===== config.mk =====
export PLATFORM = sky130hd
export DESIGN_NAME = lsu_ctrl
export DESIGN_NICKNAME = d
export VERILOG_FILES = /design/src/rtl/lsu_ctrl.sv
export SDC_FILE = /design/constraint.sdc
export NUM_CORES = 1
export LEC_CHECK = 0
export CAP_MARGIN = 15
export CORE_AREA = 2 2 221 179
export DETAILED_ROUTE_END_ITERATION = 8
export DIE_AREA = 0 0 223 181
export PLACE_DENSITY = 0.47
export SYNTH_ARGS = -nofsm -noshare
export SYNTH_HDL_FRONTEND = slang
export SYNTH_SLANG_ARGS = --single-unit

===== constraint.sdc =====
create_clock -name clk -period 2.6 [get_ports clk]
set_clock_uncertainty 0.2 [all_clocks]
set_input_delay 0.65 -clock clk [delete_from_list [all_inputs] [get_ports clk]]
set_output_delay 0.65 -clock clk [all_outputs]
set_load 0.005 [all_outputs]

===== src/rtl/lsu_ctrl.sv =====
// -----------------------------------------------------------------------------
// lsu_ctrl -- load/store unit controller.
//
// Accepts one core load/store at a time. Each access becomes one or two
// XLEN-aligned memory beats. Stores are shifted into byte lanes with a byte
// mask. Loads are reassembled from the beats, then sign- or zero-extended.
// Each beat has a wait counter so that a memory that never answers still
// returns an error response instead of hanging the core.
//
// Ports
//   clk, rst          clock, synchronous active-high reset
//   req_*             core request (valid/ready, store flag, funct3, addr, data)
//   rsp_*             completion pulse, load result, error flag
//   mem_read/write    beat strobes, high for the whole beat
//   mem_address       XLEN/8-aligned beat address
//   mem_wdata         write beat data
//   mem_byte_enable   write beat byte mask
//   mem_rdata         read beat data
//   mem_resp          beat complete
// -----------------------------------------------------------------------------
module lsu_ctrl #(
    parameter int XLEN           = 32,
    parameter int TIMEOUT_CYCLES = 255
) (
    input  logic              clk,
    input  logic              rst,
    input  logic              req_valid,
    output logic              req_ready,
    input  logic              req_we,
    input  logic [2:0]        req_funct3,
    input  logic [XLEN-1:0]   req_addr,
    input  logic [XLEN-1:0]   req_wdata,
    output logic              rsp_valid,
    output logic [XLEN-1:0]   rsp_rdata,
    output logic              rsp_err,
    output logic              mem_read,
    output logic              mem_write,
    output logic [XLEN-1:0]   mem_address,
    output logic [XLEN-1:0]   mem_wdata,
    output logic [XLEN/8-1:0] mem_byte_enable,
    input  logic [XLEN-1:0]   mem_rdata,
    input  logic              mem_resp
);

    localparam int NB   = XLEN / 8;
    localparam int OFFW = $clog2(NB);
    localparam int CW   = (TIMEOUT_CYCLES > 1) ? $clog2(TIMEOUT_CYCLES + 1) : 1;

    typedef logic [2*XLEN-1:0] data2_t;
    typedef logic [2*NB-1:0]   mask2_t;
    typedef enum logic [2:0] {IDLE, B0, GAP, B1, RESP} state_t;

    // Encodings that this XLEN cannot serve, including a store with funct3[2] set.
    function automatic logic is_illegal(input logic we, input logic [2:0] f3);
        logic bad;
        bad = (f3 == 3'd7) || (we && f3[2]);
        if (XLEN == 32) bad = bad || (f3[1:0] == 2'd3) || (f3 == 3'd6);
        return bad;
    endfunction

    function automatic logic is_split(input logic [OFFW-1:0] off, input logic [1:0] sz);
        return (int'(off) + (1 << sz)) > NB;
    endfunction

    // Byte mask for one beat: low half of the shifted 2*NB mask for beat0,
    // high half for beat1.
    function automatic logic [NB-1:0] beat_mask(input logic [OFFW-1:0] off,
                                                input logic [1:0] sz, input logic hi);
        mask2_t m;
        m = mask2_t'((1 << (1 << sz)) - 1);
        m = m << off;
        return hi ? m[2*NB-1:NB] : m[NB-1:0];
    endfunction

    function automatic logic [XLEN-1:0] beat_data(input logic [OFFW-1:0] off,
                                                  input logic [XLEN-1:0] wd, input logic hi);
        data2_t w;
        w = data2_t'(wd) << (8 * int'(off));
        return hi ? w[2*XLEN-1:XLEN] : w[XLEN-1:0];
    endfunction

    // Pick the accessed bytes out of {beat1, beat0} and extend them to XLEN.
    function automatic logic [XLEN-1:0] load_ext(input data2_t raw,
                                                 input logic [OFFW-1:0] off, input logic [2:0] f3);
        logic [XLEN-1:0] sh, r;
        sh = XLEN'(raw >> (8 * int'(off)));
        case (f3[1:0])
            2'd0:    r = f3[2] ? XLEN'(sh[7:0])  : XLEN'($signed(sh[7:0]));
            2'd1:    r = f3[2] ? XLEN'(sh[15:0]) : XLEN'($signed(sh[15:0]));
            2'd2:    r = f3[2] ? XLEN'(sh[31:0]) : XLEN'($signed(sh[31:0]));
            default: r = sh;
        endcase
        return r;
    endfunction

    state_t            state_q;
    logic [XLEN-1:0]   addr_q, wdata_q, beat0_q;
    logic [2:0]        f3_q;
    logic              we_q, split_q;
    logic [CW-1:0]     cnt_q;
    logic              req_ready_q, rsp_valid_q, rsp_err_q, mem_read_q, mem_write_q;
    logic [XLEN-1:0]   rsp_rdata_q, mem_address_q, mem_wdata_q;
    logic [NB-1:0]     mem_be_q;

    logic [OFFW-1:0]   off_q, req_off;
    logic [XLEN-1:0]   base_q, req_base;
    logic              tmo_hit;

    assign off_q    = addr_q[OFFW-1:0];
    assign req_off  = req_addr[OFFW-1:0];
    assign base_q   = {addr_q[XLEN-1:OFFW], {OFFW{1'b0}}};
    assign req_base = {req_addr[XLEN-1:OFFW], {OFFW{1'b0}}};
    // The limit is reached on the beat cycle whose increment would hit it.
    assign tmo_hit  = (TIMEOUT_CYCLES != 0) && ((int'(cnt_q) + 1) == TIMEOUT_CYCLES);

    always_ff @(posedge clk) begin
        if (rst) begin
            state_q       <= IDLE;
            addr_q        <= '0;
            wdata_q       <= '0;
            beat0_q       <= '0;
            f3_q          <= '0;
            we_q          <= 1'b0;
            split_q       <= 1'b0;
            cnt_q         <= '0;
            req_ready_q   <= 1'b1;
            rsp_valid_q   <= 1'b0;
            rsp_err_q     <= 1'b0;
            rsp_rdata_q   <= '0;
            mem_read_q    <= 1'b0;
            mem_write_q   <= 1'b0;
            mem_address_q <= '0;
            mem_wdata_q   <= '0;
            mem_be_q      <= '0;
        end else begin
            rsp_valid_q <= 1'b0;
            case (state_q)
                IDLE: begin
                    if (req_valid) begin
                        addr_q      <= req_addr;
                        wdata_q     <= req_wdata;
                        f3_q        <= req_funct3;
                        we_q        <= req_we;
                        split_q     <= is_split(req_off, req_funct3[1:0]);
                        req_ready_q <= 1'b0;
                        if (is_illegal(req_we, req_funct3)) begin
                            state_q     <= RESP;
                            rsp_valid_q <= 1'b1;
                            rsp_err_q   <= 1'b1;
                            rsp_rdata_q <= '0;
                        end else begin
                            state_q       <= B0;
                            cnt_q         <= '0;
                            mem_read_q    <= !req_we;
                            mem_write_q   <= req_we;
                            mem_address_q <= req_base;
                            mem_wdata_q   <= beat_data(req_off, req_wdata, 1'b0);
                            mem_be_q      <= req_we ? beat_mask(req_off, req_funct3[1:0], 1'b0) : '0;
                        end
                    end
                end
                B0, B1: begin
                    if (mem_resp) begin
                        mem_read_q  <= 1'b0;
                        mem_write_q <= 1'b0;
                        mem_be_q    <= '0;
                        if (state_q == B0 && !we_q) beat0_q <= mem_rdata;
                        if (state_q == B0 && split_q) begin
                            state_q <= GAP;
                        end else begin
                            state_q     <= RESP;
                            rsp_valid_q <= 1'b1;
                            rsp_err_q   <= 1'b0;
                            if (we_q)
                                rsp_rdata_q <= '0;
                            else if (state_q == B0)
                                rsp_rdata_q <= load_ext({{XLEN{1'b0}}, mem_rdata}, off_q, f3_q);
                            else
                                rsp_rdata_q <= load_ext({mem_rdata, beat0_q}, off_q, f3_q);
                        end
                    end else if (tmo_hit) begin
                        // Abandon the access, including any beat still to come.
                        state_q     <= RESP;
                        mem_read_q  <= 1'b0;
                        mem_write_q <= 1'b0;
                        mem_be_q    <= '0;
                        rsp_valid_q <= 1'b1;
                        rsp_err_q   <= 1'b1;
                        rsp_rdata_q <= '0;
                    end else begin
                        cnt_q <= cnt_q + CW'(1);
                    end
                end
                GAP: begin
                    state_q       <= B1;
                    cnt_q         <= '0;
                    mem_read_q    <= !we_q;
                    mem_write_q   <= we_q;
                    mem_address_q <= base_q + XLEN'(NB);
                    mem_wdata_q   <= beat_data(off_q, wdata_q, 1'b1);
                    mem_be_q      <= we_q ? beat_mask(off_q, f3_q[1:0], 1'b1) : '0;
                end
                RESP: begin
                    state_q     <= IDLE;
                    req_ready_q <= 1'b1;
                end
                default: begin
                    state_q     <= IDLE;
                    req_ready_q <= 1'b1;
                end
            endcase
        end
    end

    assign req_ready       = req_ready_q;
    assign rsp_valid       = rsp_valid_q;
    assign rsp_rdata       = rsp_rdata_q;
    assign rsp_err         = rsp_err_q;
    assign mem_read        = mem_read_q;
    assign mem_write       = mem_write_q;
    assign mem_address     = mem_address_q;
    assign mem_wdata       = mem_wdata_q;
    assign mem_byte_enable = mem_be_q;

endmodule


==> impl_metrics.json <==
{
  "synth_cell_types": 72,
  "worstMarginPinSlew_ns": 0.692,
  "regArea_um2": 4150,
  "slew_headroom": 0.534,
  "grt_use_met3": 0.0431,
  "globalRouteMet1Util": 0.315,
  "synth-seq-cells": 207,
  "ys.flop_type": "dfxtp_1",
  "async_flop_share": 0,
  "place_ws_ns": -0.551,
  "rows": 64,
  "ios": 209,
  "clock_latency_ns": 0.54,
  "status": "completed",
  "finalSetupTns_ns": 0,
  "fill_cells": 3841,
  "max_freq_mhz": 397,
  "drive_above_1_share": 0.146,
  "timing.hold.ws_ns": 0.255,
  "finalPower_w": 0.00898,
  "endpoint_kind": "flop",
  "slew_viol_final": 0,
  "vias_per_cell": 5.12,
  "place_area_um2": 14900,
  "cts.clk_slew.worst_paths_ns": 0.06,
  "crit_chain": "clkdlybuf4s50_1, o21ai_2, a2111o_1, a21oi_2, and3_1, buf_4, nand4_1, o21ai_0",
  "reg2reg_depth": 9,
  "fin_nets": 1860,
  "grt.total_usage": 0.209,
  "power_density_nw_per_um2": 572,
  "gp_congestion": 0.873,
  "die_y_um": 181,
  "postSynthCellCount": 1481,
  "synth_top_area_frac": 0.365,
  "antenna_found_initial": 2,
  "io_buffers": 206,
  "cap_violations": 0,
  "synth_edf_count": 0,
  "path_delay_family": "buffers and inverters",
  "p_leak_nw": 5.70,
  "cp.depth": 8,
  "wl_mm": 43.1,
  "synth_area_leaders": "dfxtp_1, nand2_1, a21oi_1",
  "vias": 11600,
  "design_area_um2": 15700,
  "critPathBufInv": 2,
  "fin_ws_ns": 0.0785,
  "die_area_um2": 40400,
  "synth_common_cells": "nand2_1, dfxtp_1, a21oi_1",
  "clockRootBuffer": "clkbuf_16",
  "period_needed_ns": 2.52,
  "yosysTopAreaCell": "dfxtp_1",
  "yosysWarnings": 0,
  "min_path_cells": 2,
  "cts_resized": 1,
  "grt_busiest_layer": "met1",
  "cts_tree": "done",
  "cts.sinks": 207,
  "syn_to_final_growth_pct": 38.3,
  "start_util": 0.298,
  "multi_input_area_um2": 6560,
  "crit_required_ns": 2.87,
  "min_period_over_period": 0.970,
  "dieWidth_um": 223,
  "min_path_type": "reg -> reg",
  "cp-start-kind": "input pin",
  "drt_iter0_drc": 881,
  "firstDrtPassIters": 5,
  "crit_arrival_ns": 2.79,
  "path_class": "in -> reg",
  "holdBufCountCts": 0,
  "netlist_area_um2": 11400,
  "finalSetupViolCount": 0,
  "grt_max_degree": 98,
  "cts.htree.levels": 1,
  "drc": 0,
  "cts_buffers": 25,
  "ant_nets": 0,
  "wl_per_cell_um": 19.0,
  "coreArea_um2": 38000,
  "grt_pass1_vias": 11000,
  "slowest_delay_ns": 0.64,
  "synth_most_common_cell": "nand2_1",
  "rsz0062_at_grt": "yes",
  "synth_area_per_cell_um2": 7.67,
  "grt_overflow": 0,
  "slowest_stage": "clkdlybuf4s50_1",
  "hpwlAfterDp_mm": 31.4,
  "cts_buffer_depth": 3,
  "crit_fanout": 25,
  "hold_viol": 0,
  "grt_pass1_wl_mm": 66.6,
  "met2_usage": 0.304,
  "postCtsSetupBuffers": 0,
  "ys_seq_area_frac": 0.365,
  "max-vdd-ir-drop_v": 0.000398
}
-- worst min-delay path, cell delays in order (launching register included) --
cell	delay, ns
dfxtp_1	0.31
nand2_1	0.05
a21oi_1	0.05
-- flip-flops by register name (all words and copies together) (netlist names), 3 cells and up --
register,cells
addr_q,32
beat0_q,32
cnt_q,8
f3_q,3
mem_address,30
mem_byte_enable,4
mem_wdata,32
rsp_rdata,32
state_q,3
wdata_q,24
-- kinds of logic after synthesis --
logic type,count (synthesis),share of synthesized area
buffers and inverters,149,0.0615
and+or+nand+nor,594,0.232
other,1,0.000330
AOI/OAI and AO/OA,406,0.222
adders and majority gates,8,0.00948
DFF,207,0.365
muxes,89,0.0890
xor gates and xnor gates,27,0.0208
-- area by class of cell --
class,instances,share of cell area
Antenna cell,1,0.000159
Clock buffer,34,0.0458
Clock inverter,10,0.00518
Inverter,26,0.00622
Multi-Input combinational cell,1126,0.418
Sequential cell,207,0.264
Tap cell,495,0.0394
Timing Repair Buffer,362,0.221
-- metrics by stage --
step	util	std cells
floorplan	-	1482
global placement	0.391	2216
detailed placement	0.391	2216
CTS	0.412	2260
global route	0.413	2261
finish	0.413	2261
-- path summary, 6_finish.rpt --
check / from / end / slack (ns)
max: req_funct3[2] / rsp_rdata[8] / 0.08
min: mem_address[22] / mem_address[22] / 0.25
max reg2reg: f3_q[0] / rsp_rdata[14] / 0.13
min reg2reg: mem_address[22] / mem_address[22] / 0.25
-- placed cells by master (no fill, tap or decap), types with 6 or more instances in the layout --
cell,n
buf_12,19
or3_1,9
nor3_1,32
o22ai_1,27
clkbuf_16,25
nor2_1,133
nand2b_1,20
o22ai_2,6
ha_1,7
nand4_1,14
inv_1,25
mux2_2,16
nor2b_1,21
nand3_1,39
mux2i_1,65
xor2_1,10
dfxtp_1,205
o21ai_0,84
a31oi_1,10
nand2_1,287
a211oi_1,27
and2_1,10
a2111oi_0,9
o221ai_1,8
o31ai_1,9
a21oi_1,165
clkbuf_8,6
a221oi_1,16
clkdlybuf4s50_1,205
mux4_2,8
xnor2_1,16
clkinv_2,7
buf_4,137
-- power by group --
group	leakage [nW]	internal [W]	switching, W	total [W]
Sequential	1.69	0.00336	0.000154	0.00351
Combinational	3.61	0.000932	0.00105	0.00198
Clock	0.401	0.00203	0.00146	0.00349
Total	5.70	0.00632	0.00266	0.00898
-- routing by layer --
layer,part of all wire,wire (um),vias to the layer above
li1,-,-,5745
met1,0.51,21900,5460
met2,0.42,17900,323
met3,0.061,2640,41
met4,0.016,669,2
met5,0.00023,10,-
No activity file was read; power rests on OpenSTA's default activity.
